## src/rtl/mod_exp.sv

```systemverilog
// rtl/mod_exp.sv - fixed-latency modular exponentiation (left-to-right square-and-multiply)
module mod_exp #(
  parameter int WIDTH = 32
) (
  input  logic             clk,
  input  logic             reset,
  input  logic             modexp_ready,
  input  logic [WIDTH-1:0] base,
  input  logic [WIDTH-1:0] exponent,
  input  logic [WIDTH-1:0] modulus,
  output logic [WIDTH-1:0] result,
  output logic             modexp_done,
  output logic             modexp_error
);

  localparam int CW = $clog2(WIDTH) + 1;

  typedef enum logic [2:0] {IDLE, REDUCE, SQR, MUL, DONE} state_t;

  state_t state, state_n;

  logic [WIDTH-1:0] dvd;      // dividend shifted out MSB first during REDUCE
  logic [WIDTH-1:0] exp_q;
  logic [WIDTH-1:0] mod_q;
  logic [WIDTH-1:0] a_q;      // base mod n
  logic [WIDTH-1:0] p_q;      // running accumulator
  logic [WIDTH:0]   r_q;      // partial remainder / interleaved product
  logic [CW-1:0]    cnt;      // step counter inside a phase
  logic [CW-2:0]    exp_idx;  // exponent bit being processed
  logic [CW-2:0]    bit_idx;

  logic [WIDTH:0]   mod_ext, r_sh, r_a, r_b, r_next, d_sh, d_next;
  logic [WIDTH-1:0] my;
  logic             ybit, mod_small, last_mul, cur_bit;

  // Shared arithmetic: one interleaved multiply step and one restoring-division step
  always_comb begin
    mod_ext   = {1'b0, mod_q};
    mod_small = (mod_q[WIDTH-1:1] == '0);
    last_mul  = (cnt == CW'(WIDTH - 1));
    cur_bit   = exp_q[exp_idx];
    bit_idx   = (CW-1)'(WIDTH - 1) - cnt[CW-2:0];
    my        = (state == SQR) ? p_q : a_q;
    ybit      = my[bit_idx];
    r_sh      = r_q << 1;
    r_a       = (r_sh >= mod_ext) ? r_sh - mod_ext : r_sh;
    r_b       = ybit ? r_a + {1'b0, p_q} : r_a;
    r_next    = (r_b >= mod_ext) ? r_b - mod_ext : r_b;
    d_sh      = (r_q << 1) | {{WIDTH{1'b0}}, dvd[WIDTH-1]};
    d_next    = (d_sh >= mod_ext) ? d_sh - mod_ext : d_sh;
  end

  // State register
  always_ff @(posedge clk or posedge reset) begin
    if (reset) state <= IDLE;
    else       state <= state_n;
  end

  // Next-state logic
  always_comb begin
    state_n = state;
    case (state)
      IDLE:   if (modexp_ready) state_n = REDUCE;
      REDUCE: begin
        if (cnt == '0 && mod_small)      state_n = DONE;
        else if (cnt == CW'(WIDTH))      state_n = SQR;
      end
      SQR:    if (last_mul) state_n = MUL;
      MUL: begin
        if (last_mul && exp_idx == '0)   state_n = DONE;
        else if (last_mul)               state_n = SQR;
      end
      DONE:   if (!modexp_ready) state_n = IDLE;
      default: state_n = IDLE;
    endcase
  end

  // Datapath: operand latch, reduction, square/multiply passes, result update
  always_ff @(posedge clk or posedge reset) begin
    if (reset) begin
      dvd          <= '0;
      exp_q        <= '0;
      mod_q        <= '0;
      a_q          <= '0;
      p_q          <= '0;
      r_q          <= '0;
      cnt          <= '0;
      exp_idx      <= '0;
      result       <= '0;
      modexp_done  <= 1'b0;
      modexp_error <= 1'b0;
    end else begin
      case (state)
        IDLE: begin
          if (modexp_ready) begin
            dvd          <= base;
            exp_q        <= exponent;
            mod_q        <= modulus;
            modexp_done  <= 1'b0;
            modexp_error <= 1'b0;
            cnt          <= '0;
          end
        end
        REDUCE: begin
          if (cnt == '0) begin
            // decision cycle: degenerate moduli finish here
            r_q <= '0;
            cnt <= cnt + 1'b1;
            if (mod_small) begin
              result       <= '0;
              modexp_error <= (mod_q == '0);
              modexp_done  <= 1'b1;
            end
          end else begin
            r_q <= d_next;
            dvd <= dvd << 1;
            cnt <= cnt + 1'b1;
            if (cnt == CW'(WIDTH)) begin
              a_q     <= d_next[WIDTH-1:0];
              r_q     <= '0;
              cnt     <= '0;
              p_q     <= {{(WIDTH-1){1'b0}}, 1'b1};
              exp_idx <= (CW-1)'(WIDTH - 1);
            end
          end
        end
        SQR: begin
          r_q <= r_next;
          cnt <= cnt + 1'b1;
          if (last_mul) begin
            p_q <= r_next[WIDTH-1:0];
            r_q <= '0;
            cnt <= '0;
          end
        end
        MUL: begin
          r_q <= r_next;
          cnt <= cnt + 1'b1;
          if (last_mul) begin
            r_q <= '0;
            cnt <= '0;
            if (cur_bit) p_q <= r_next[WIDTH-1:0];
            if (exp_idx == '0) begin
              result      <= cur_bit ? r_next[WIDTH-1:0] : p_q;
              modexp_done <= 1'b1;
            end else begin
              exp_idx <= exp_idx - 1'b1;
            end
          end
        end
        default: ;
      endcase
    end
  end

endmodule

```

## config.mk

```make
export PLATFORM = sky130hd
export DESIGN_NAME = mod_exp
export DESIGN_NICKNAME = d
export VERILOG_FILES = /design/src/rtl/mod_exp.sv
export SDC_FILE = /design/constraint.sdc
export NUM_CORES = 1
export LEC_CHECK = 0
export CORE_ASPECT_RATIO = 1.5
export CORE_MARGIN = 2
export CORE_UTILIZATION = 57
export DETAILED_ROUTE_END_ITERATION = 10
export PLACE_DENSITY = 0.78
export SETUP_SLACK_MARGIN = 0.3
export SLEW_MARGIN = 20
export SYNTH_ARGS = -nofsm -noshare
export SYNTH_HDL_FRONTEND = slang
export SYNTH_SLANG_ARGS = --single-unit
export TNS_END_PERCENT = 100
```

## constraint.sdc

```tcl
create_clock -name clk -period 10 [get_ports clk]
set_input_delay 1.5 -clock clk [delete_from_list [all_inputs] [get_ports clk]]
set_output_delay 1.5 -clock clk [all_outputs]
set_load 0.1 [all_outputs]
```

==> results.json, run 1 <==
{
  "synth-seq-cells": 240,
  "drt_iter0_drc": 1461,
  "min-delay-path-class": "reg -> reg",
  "finalHoldViolations": 0,
  "antenna_found_initial": 2,
  "finish.net_count": 2297,
  "tns_ns": 0,
  "synth.yosys.warnings": 0,
  "critPathMaxStageDelay_ns": 0.71,
  "grt_pass1_wl_um": 98840,
  "critical_path_slowest_stage_cell": "sky130_fd_sc_hd__nor3_1",
  "detail_placement_hpwl_um": 49420,
  "async_flop_share_pct": 100.0,
  "vias_in_the_first_global_route": 16780,
  "viasPerCell": 6.703,
  "setup_viol": 0,
  "layout.cells.most_common_list": "311 x sky130_fd_sc_hd__nand2_1, 240 x sky130_fd_sc_hd__dfrtp_1, 213 x sky130_fd_sc_hd__o21ai_0",
  "skew_ns": 0.02550,
  "floorplan.initialDensity_pct": 58.03,
  "whs_ns": 0.4843,
  "crit_required_ns": 10.47,
  "max_clock_freq_mhz": 107.3,
  "die_height_um": 219.3,
  "synth-seq-area-share_pct": 34.10,
  "run_status": "completed",
  "post_dp_cell_area_sq_um": 19090,
  "synth-edff-count": 0,
  "postSynthAreaPerCell_sq_um": 8.633,
  "overflow": 0,
  "critical_path_capture_point_type": "flop",
  "tightestPinTransition_ns": 1.274,
  "cp_arrival_ns": 9.79,
  "slew-limit-headroom_pct": 15.10,
  "crit_path_start_kind": "flop",
  "final_design_area_no_fill_sq_um": 19960,
  "wl_per_cell_um": 26.33,
  "dieWidth_um": 147.5,
  "routed_wirelength_um": 66130,
  "clk_pin_slew_ns": 0.07,
  "timing.hold.worst.start": "a_q[21]$_DFFE_PP0P_",
  "diodes": 0,
  "top_level_ports": 133,
  "rsz0062_at_grt": "false",
  "cts_made_buffers": 25,
  "clock_tree_from_tritoncts": "yes",
  "gp_congestion": 1.038,
  "crit_type": "reg -> reg",
  "die-area_sq_um": 32350,
  "cts_num_sinks": 240,
  "areaGrowthSynthToFinish_pct": 13.36,
  "stdcell_count": 2512,
  "synth.top_cells.by_area": "sky130_fd_sc_hd__dfrtp_1 34%, sky130_fd_sc_hd__ha_1 7.1%, sky130_fd_sc_hd__nand2_1 6.6%",
  "place_inst": 2466,
  "cpMostUsedCell": "sky130_fd_sc_hd__ha_1",
  "cts-root-buf": "sky130_fd_sc_hd__clkbuf_16",
  "final_antenna_net_count": 0,
  "post_route_fraction_of_the_period_consumed_by_the_critical_path_pct": 93.18,
  "worstReg2RegStart": "mod_q[21]$_DFFE_PP0P_",
  "buffer_ports.inserted": 132,
  "layout_commonest_cell": "sky130_fd_sc_hd__nand2_1",
  "dominant_register_cell_in_the_synthesized_netlist": "sky130_fd_sc_hd__dfrtp_1",
  "ctsHoldBuffers": 0,
  "drt_pass1_iterations": 10,
  "largest_net_degree_at_the_start_of_global_routing": 122,
  "yosysTopAreaCellShare_pct": 34.10,
  "placeableCoreArea_sq_um": 30350,
  "dr_total_vias": 16840,
  "clock_tree.buffer_depth": 3,
  "grt_util_all_layers_pct": 40.75,
  "htree_levels": 1,
  "clock_insertion_delay_worst_skew_ns": 0.58,
  "detailed_route_drc_error_count": 0,
  "timing_max_transition_violations_final": 0,
  "syn-num-nets": 2243,
  "yosysTopAreaCell": "sky130_fd_sc_hd__dfrtp_1",
  "post_synth_inst_count": 2040,
  "layout-drive-gt1-share_pct": 8.570,
  "synthDistinctLibCells": 80,
  "worst_setup_path_startpoint": "mod_q[21]$_DFFE_PP0P_",
  "timing.critical_path.fanout_max": 30,
  "maxCapViolCount": 0,
  "period_needed_ns": 9.318,
  "synthesis.area_sq_um": 17610,
  "std_cell_rows": 78
}
[layer usage]
layer / global-route usage, % / wire length (um) / up-vias / share of wire [%]
li1: - / - / 7520 / -
met1: 42.21 / 21960 / 8010 / 33
met2: 69.77 / 32030 / 923 / 48
met3: 6.798 / 4366 / 380 / 6.6
met4: 37.98 / 7745 / 4 / 12
met5: 0 / 32 / - / 0.048
[timing repair]
action                                  4_1_cts  5_1_grt
setup buffers                                 0        0
endpoints found under the setup margin        0       76
resized for setup                             0        2
[per-stage QoR]
step | util, % | worst slack [ns]
2_1_floorplan | - | 1.912
3_3_place_gp | 62.89 | 0.8530
3_5_place_dp | 62.89 | 0.8046
4_1_cts | 65.70 | 0.7548
5_1_grt | 65.78 | 0.3413
6_report | 65.78 | 0.6820
[flip-flops by register name (all words and copies together), names as in the netlist]
register and count:
exp_idx 5, modexp_error 1, modexp_done 1, state 3, a_q 32, r_q 32, cnt 6, dvd 32
mod_q 32, exp_q 32, result 32, p_q 32
[worst max-delay path: cells and delay by family, from the launching register on]
kind / cells / cell delay [ns]
AOI/OAI and AO/OA: 12 / 2.41
DFF: 1 / 0.35
adders and majority gates: 4 / 1.61
buffers and inverters: 3 / 0.46
xor gates and xnor gates: 1 / 0.18
muxes: 2 / 0.94
and+or+nand+nor: 9 / 3.21
[final timing paths]
kind	endpoint	slack [ns]	cells past startpoint
worst min-delay path	a_q[21]$_DFFE_PP0P_	0.48	2
worst min register to register	a_q[21]$_DFFE_PP0P_	0.48	2
worst max register to register	p_q[0]$_DFFE_PP0P_	0.68	31
min in group asynchronous	p_q[27]$_DFFE_PP0P_	1.44	2
worst max-delay path	p_q[0]$_DFFE_PP0P_	0.68	31
max in group asynchronous	mod_q[18]$_DFFE_PP0P_	7.19	3
[synth_stat cells, types with 27 or more instances]
cell type                  instances
sky130_fd_sc_hd__inv_1            66
sky130_fd_sc_hd__a221o_1          27
sky130_fd_sc_hd__clkbuf_1         85
sky130_fd_sc_hd__o21ai_0         216
sky130_fd_sc_hd__dfrtp_1         240
sky130_fd_sc_hd__a31oi_1          49
sky130_fd_sc_hd__mux2i_1          38
sky130_fd_sc_hd__xnor2_1          73
sky130_fd_sc_hd__a21o_1           32
sky130_fd_sc_hd__nand2_1         311
sky130_fd_sc_hd__xor2_1           44
sky130_fd_sc_hd__nor2_1          141
sky130_fd_sc_hd__buf_2            30
sky130_fd_sc_hd__mux2_2           60
sky130_fd_sc_hd__a21oi_1         124
sky130_fd_sc_hd__ha_1            100
sky130_fd_sc_hd__nor3_1           31
[cells by family after synthesis]
kind of cell / share of synthesized area [%]
XOR/XNOR: 5.818
AND/OR/NAND/NOR: 16.11
flip-flops: 34.10
adder cells (fa/ha/maj): 7.559
multiplexers: 9.321
AO/OA/AOI/OAI: 22.46
buffers and inverters: 4.625
[cell type report]
cell class | count | area, sq um
inverter | 68 | 262.8
tap | 400 | 500.5
clock buffer | 33 | 695.7
multi-input combinational | 1608 | 10860
fill | 2580 | 10390
sequential | 240 | 6006
clock inverter | 12 | 158.9
timing repair buffer | 151 | 1480
Power of run 1 is left out: the tool's default activity adds up to more than one toggle a clock period on the data nets, which glitch-free logic cannot reach.
==> inputs of run 2 (changes only) <==
Settings changed: CORE_MARGIN 2 to 5.
==> run 2 against run 1 <==
Against the previous run:
- fmax is 0.70% higher
- sequential share of layout area is 0.051 points lower
- critical path depth is 1 lower
- setup slack better by 0.065 ns
- core utilization is 0.11 points higher
- clock skew is 0.0043 ns lower
- global-route usage is 3.7 points lower
- first-iteration DRC count is 11% higher
- count of clock-buffer cells in the layout is 1 higher
- highest routed layer is now met4
==> results.json, run 2 (synthesis results as in run 1) <==
{
  "run_status": "completed",
  "placeableCoreArea_sq_um": 30350,
  "r2r_setup_slack_ns": 0.75,
  "clock_tree_from_tritoncts": "yes",
  "worstReg2RegStart": "mod_q[1]$_DFFE_PP0P_",
  "die_height_um": 225.3,
  "buffer_ports.inserted": 132,
  "layout-drive-gt1-share_pct": 8.601,
  "overflow": 0,
  "maxCapViolCount": 0,
  "std_cell_rows": 78,
  "cts_made_buffers": 25,
  "vias_in_the_first_global_route": 16510,
  "viasPerCell": 6.660,
  "crit_path_start_kind": "flop",
  "finish.net_count": 2302,
  "die-area_sq_um": 34590,
  "max_clock_freq_mhz": 108.1,
  "final_antenna_net_count": 0,
  "cts-root-buf": "sky130_fd_sc_hd__clkbuf_16",
  "grt_util_all_layers_pct": 37.09,
  "ctsHoldBuffers": 0,
  "top_level_ports": 133,
  "drt_iter0_drc": 1621,
  "skew_ns": 0.02125,
  "floorplan.initialDensity_pct": 58.03,
  "largest_net_degree_at_the_start_of_global_routing": 131,
  "critPathMaxStageDelay_ns": 0.64,
  "htree_levels": 1,
  "cts_num_sinks": 240,
  "layout.cells.most_common_list": "310 x sky130_fd_sc_hd__nand2_1, 240 x sky130_fd_sc_hd__dfrtp_1, 216 x sky130_fd_sc_hd__o21ai_0",
  "clock_tree.buffer_depth": 3,
  "slew-limit-headroom_pct": 20.48,
  "gp_congestion": 1.087,
  "clock_insertion_delay_worst_skew_ns": 0.59,
  "tightestPinTransition_ns": 1.189,
  "routed_wirelength_um": 66220,
  "cts_resized": 0,
  "critical_path_capture_point_type": "flop",
  "drt_pass1_iterations": 6,
  "rsz0062_at_grt": "false",
  "worst_setup_path_startpoint": "mod_q[1]$_DFFE_PP0P_",
  "dieWidth_um": 153.5,
  "finalHoldViolations": 0,
  "crit_required_ns": 10.52,
  "reg2reg_depth": 30,
  "min-delay-path-class": "reg -> reg",
  "layout_commonest_cell": "sky130_fd_sc_hd__nand2_1",
  "antenna_found_initial": 0,
  "timing.hold.worst_path_depth": 2,
  "critPathCapture": "r_q[29]$_DFFE_PP0P_",
  "timing_max_transition_violations_final": 0,
  "post_route_fraction_of_the_period_consumed_by_the_critical_path_pct": 92.53,
  "areaGrowthSynthToFinish_pct": 13.55,
  "wl_per_cell_um": 26.32,
  "period_needed_ns": 9.253,
  "cts.repair_timing.setup_buffer_count": 0,
  "tns_ns": 0,
  "regToRegEndpoint": "r_q[29]$_DFFE_PP0P_",
  "timing.critical_path.fanout_max": 20,
  "diodes": 0,
  "grt_pass1_wl_um": 97900,
  "cp_arrival_ns": 9.77,
  "dr_total_vias": 16760,
  "critical_path_slowest_stage_cell": "sky130_fd_sc_hd__o21ai_0",
  "crit_type": "reg -> reg",
  "detail_placement_hpwl_um": 50230,
  "detailed_route_drc_error_count": 0,
  "setup_viol": 0,
  "clk_pin_slew_ns": 0.07
}
## run 2: how the worst min path moves through the flow
| stage | endpoint | slack (ns) | start |
|---|---|---|---|
| 2_1_floorplan | a_q[4]$_DFFE_PP0P_ | 0.44 | a_q[4]$_DFFE_PP0P_ |
| 3_3_place_gp | a_q[31]$_DFFE_PP0P_ | 0.46 | a_q[31]$_DFFE_PP0P_ |
| 3_5_place_dp | a_q[7]$_DFFE_PP0P_ | 0.47 | a_q[7]$_DFFE_PP0P_ |
| 4_1_cts | a_q[7]$_DFFE_PP0P_ | 0.49 | a_q[7]$_DFFE_PP0P_ |
| 5_1_grt | a_q[9]$_DFFE_PP0P_ | 0.50 | a_q[9]$_DFFE_PP0P_ |
| 6_report | a_q[7]$_DFFE_PP0P_ | 0.49 | a_q[7]$_DFFE_PP0P_ |
## run 2: critical path, delay by kind of cell, from the launching register on
family	cells	cell delay (ns)
adder cells (fa/ha/maj)	3	1.26
AO/OA/AOI/OAI	19	5.19
flip-flops	1	0.54
buffers and inverters	2	0.60
multiplexers	1	0.61
XOR/XNOR	2	0.36
AND/OR/NAND/NOR	3	0.63
## run 2: per-stage QoR
stage / hold WS (ns) / worst slack, ns / cell area [sq um] / std cells / util [%]
after floorplan: 0.4446 / 1.912 / 17610 / 2040 / -
after global placement: 0.4594 / 0.9175 / 19070 / 2466 / 62.85
after detailed placement: 0.4699 / 0.9104 / 19080 / 2466 / 62.85
after CTS: 0.4853 / 0.8650 / 19940 / 2510 / 65.69
after global routing: 0.5028 / 0.5105 / 20000 / 2516 / 65.89
final: 0.4902 / 0.7472 / 20000 / 2516 / 65.89
## run 2: layer usage
| layer | vias to the layer above | track usage [%] | routed length [um] |
|---|---|---|---|
| met3 | 325 | 4.573 | 3812 |
| li1 | 7520 | - | - |
| met5 | - | 0 | 0 |
| met4 | 0 | 33.24 | 7414 |
| met1 | 8033 | 38.99 | 22110 |
| met2 | 878 | 64.57 | 32880 |
## run 2: layout make-up
cell class | count | area (sq um)
multi-input cells | 1607 | 10840
flip-flops and latches | 240 | 6006
well taps | 400 | 500.5
inverters | 68 | 262.8
repair buffers | 157 | 1525
clock buffers | 34 | 679.4
clock inverters | 10 | 180.2
fillers | 2576 | 10350
Power of run 2 is left out for the same reason.
==> inputs of run 3 (changes only) <==
Settings changed: CORE_ASPECT_RATIO 1.5 to 1.4, CORE_UTILIZATION 57 to 56, PLACE_DENSITY 0.78 to 0.77.
==> run 3 against run 2 <==
Against the previous run:
- non-clock buffer count down 9
- fmax down 0.53%
- flip-flop and latch count unchanged
- critical path type unchanged
- critical endpoint is now r_q[12]$_DFFE_PP0P_
- largest cell class unchanged
- highest routed layer unchanged
==> results.json, run 3 (synthesis results as in run 1) <==
{
  "viasPerCell": 6.641,
  "antenna_found_initial": 1,
  "dr_total_vias": 16600,
  "layout-drive-gt1-share_pct": 8.444,
  "worst_path_dominant_cell_family": "compound AO/OA/AOI/OAI gates",
  "overflow": 0,
  "clk_pin_slew_ns": 0.08,
  "grt_util_all_layers_pct": 36.37,
  "wl_per_cell_um": 25.82,
  "final_antenna_net_count": 0,
  "cp_arrival_ns": 9.71,
  "cts-root-buf": "sky130_fd_sc_hd__clkbuf_16",
  "setup_viol": 0,
  "critPathMaxStageDelay_ns": 0.60,
  "cts_made_buffers": 25,
  "tightestPinTransition_ns": 1.254,
  "layout.cells.most_common_list": "311 x sky130_fd_sc_hd__nand2_1, 240 x sky130_fd_sc_hd__dfrtp_1, 216 x sky130_fd_sc_hd__o21ai_0",
  "tns_ns": 0,
  "r2r_setup_slack_ns": 0.70,
  "detailed_route_drc_error_count": 0,
  "grt_most_used_layer": "met2",
  "max_clock_freq_mhz": 107.5,
  "period_needed_ns": 9.302,
  "cpMostUsedCell": "sky130_fd_sc_hd__ha_1",
  "grtUsageMet3_pct": 4.116,
  "std_cell_rows": 76,
  "clock_tree_from_tritoncts": "yes",
  "ctsHoldBuffers": 0,
  "die_height_um": 219.8,
  "drt_iter0_drc": 1526,
  "die-area_sq_um": 35150,
  "routed_wirelength_um": 64550,
  "run_status": "completed",
  "top_level_ports": 133,
  "detail_placement_hpwl_um": 49580,
  "post_route_fraction_of_the_period_consumed_by_the_critical_path_pct": 93.02,
  "cts_num_sinks": 240,
  "crit_required_ns": 10.41,
  "critical_path_slowest_stage_cell": "sky130_fd_sc_hd__o31ai_1",
  "cts_resized": 0,
  "crit_path_start_kind": "flop",
  "slew-limit-headroom_pct": 16.40,
  "timing_max_transition_violations_final": 0,
  "finish.net_count": 2293,
  "critical_path_capture_point_type": "flop",
  "buffer_ports.inserted": 132,
  "maxCapViolCount": 0,
  "min-delay-path-class": "reg -> reg",
  "largest_net_degree_at_the_start_of_global_routing": 118,
  "clock_tree.buffer_depth": 3,
  "placeableCoreArea_sq_um": 30900,
  "timing.critical_path.fanout_max": 24,
  "register_area_sq_um": 6006,
  "areaGrowthSynthToFinish_pct": 13.35,
  "finalHoldViolations": 0,
  "drt_pass1_iterations": 6,
  "layout_commonest_cell": "sky130_fd_sc_hd__nand2_1",
  "multi_input_area_sq_um": 10850,
  "skew_ns": 0.02472,
  "worst-path-buf-inv": 3,
  "htree_levels": 1,
  "fillers": 2578,
  "cts.repair_timing.setup_buffer_count": 0,
  "floorplan.initialDensity_pct": 56.99,
  "gp_congestion": 1.067,
  "grt.met1_usage_pct": 38.57,
  "grt_use_met2_pct": 65.18,
  "vias_in_the_first_global_route": 16740,
  "rsz0062_at_grt": "false",
  "clock_insertion_delay_worst_skew_ns": 0.58,
  "grt_pass1_wl_um": 98120,
  "dieWidth_um": 159.9,
  "crit_type": "reg -> reg"
}
==> run 3: per-layer routing <==
layer / part of all wire, % / routed length, um / vias up
met5: 0 / 0 / -
met3: 5.4 / 3467 / 304
li1: - / - / 7501
met4: 11 / 6835 / 0
met1: 34 / 21810 / 7971
met2: 50 / 32430 / 827
==> run 3: tightest hold or removal path, stage by stage (launching register included) <==
cell                      delay [ns]
sky130_fd_sc_hd__dfrtp_1        0.34
sky130_fd_sc_hd__nand2_1        0.05
sky130_fd_sc_hd__o21ai_0        0.06
==> run 3: area by class of cell <==
| class | instances | area share [%] |
|---|---|---|
| Sequential cell | 240 | 30.08 |
| Clock inverter | 11 | 0.7772 |
| Tap cell | 390 | 2.444 |
| Timing Repair Buffer | 148 | 7.283 |
| Antenna cell | 2 | 0.02507 |
| Inverter | 68 | 1.316 |
| Multi-Input combinational cell | 1607 | 54.37 |
| Clock buffer | 34 | 3.704 |
==> run 3: stage by stage <==
step / utilization, % / area (sq um) / hold slack, ns / instances / setup WS, ns
5_1_grt: 64.58 / 19960 / 0.5021 / 2498 / 0.4147
3_3_place_gp: 61.62 / 19040 / 0.4557 / 2452 / 0.7879
3_5_place_dp: 61.62 / 19040 / 0.4701 / 2452 / 0.6847
4_1_cts: 64.51 / 19940 / 0.4842 / 2497 / 0.6672
6_report: 64.60 / 19960 / 0.4834 / 2500 / 0.6982
2_1_floorplan: - / 17610 / 0.4446 / 2040 / 1.912
==> run 3: path summary, 6_finish.rpt <==
path                                    endpoint  cells past startpoint                  start
min                          a_q[12]$_DFFE_PP0P_                      2    a_q[12]$_DFFE_PP0P_
max reg2reg                  r_q[12]$_DFFE_PP0P_                     30  mod_q[27]$_DFFE_PP0P_
max in group asynchronous  mod_q[20]$_DFFE_PP0P_                      3                  reset
max                          r_q[12]$_DFFE_PP0P_                     30  mod_q[27]$_DFFE_PP0P_
min in group asynchronous    dvd[11]$_DFFE_PP0P_                      2                  reset
min reg2reg                  a_q[12]$_DFFE_PP0P_                      2    a_q[12]$_DFFE_PP0P_
Power of run 3 is left out for the same reason.
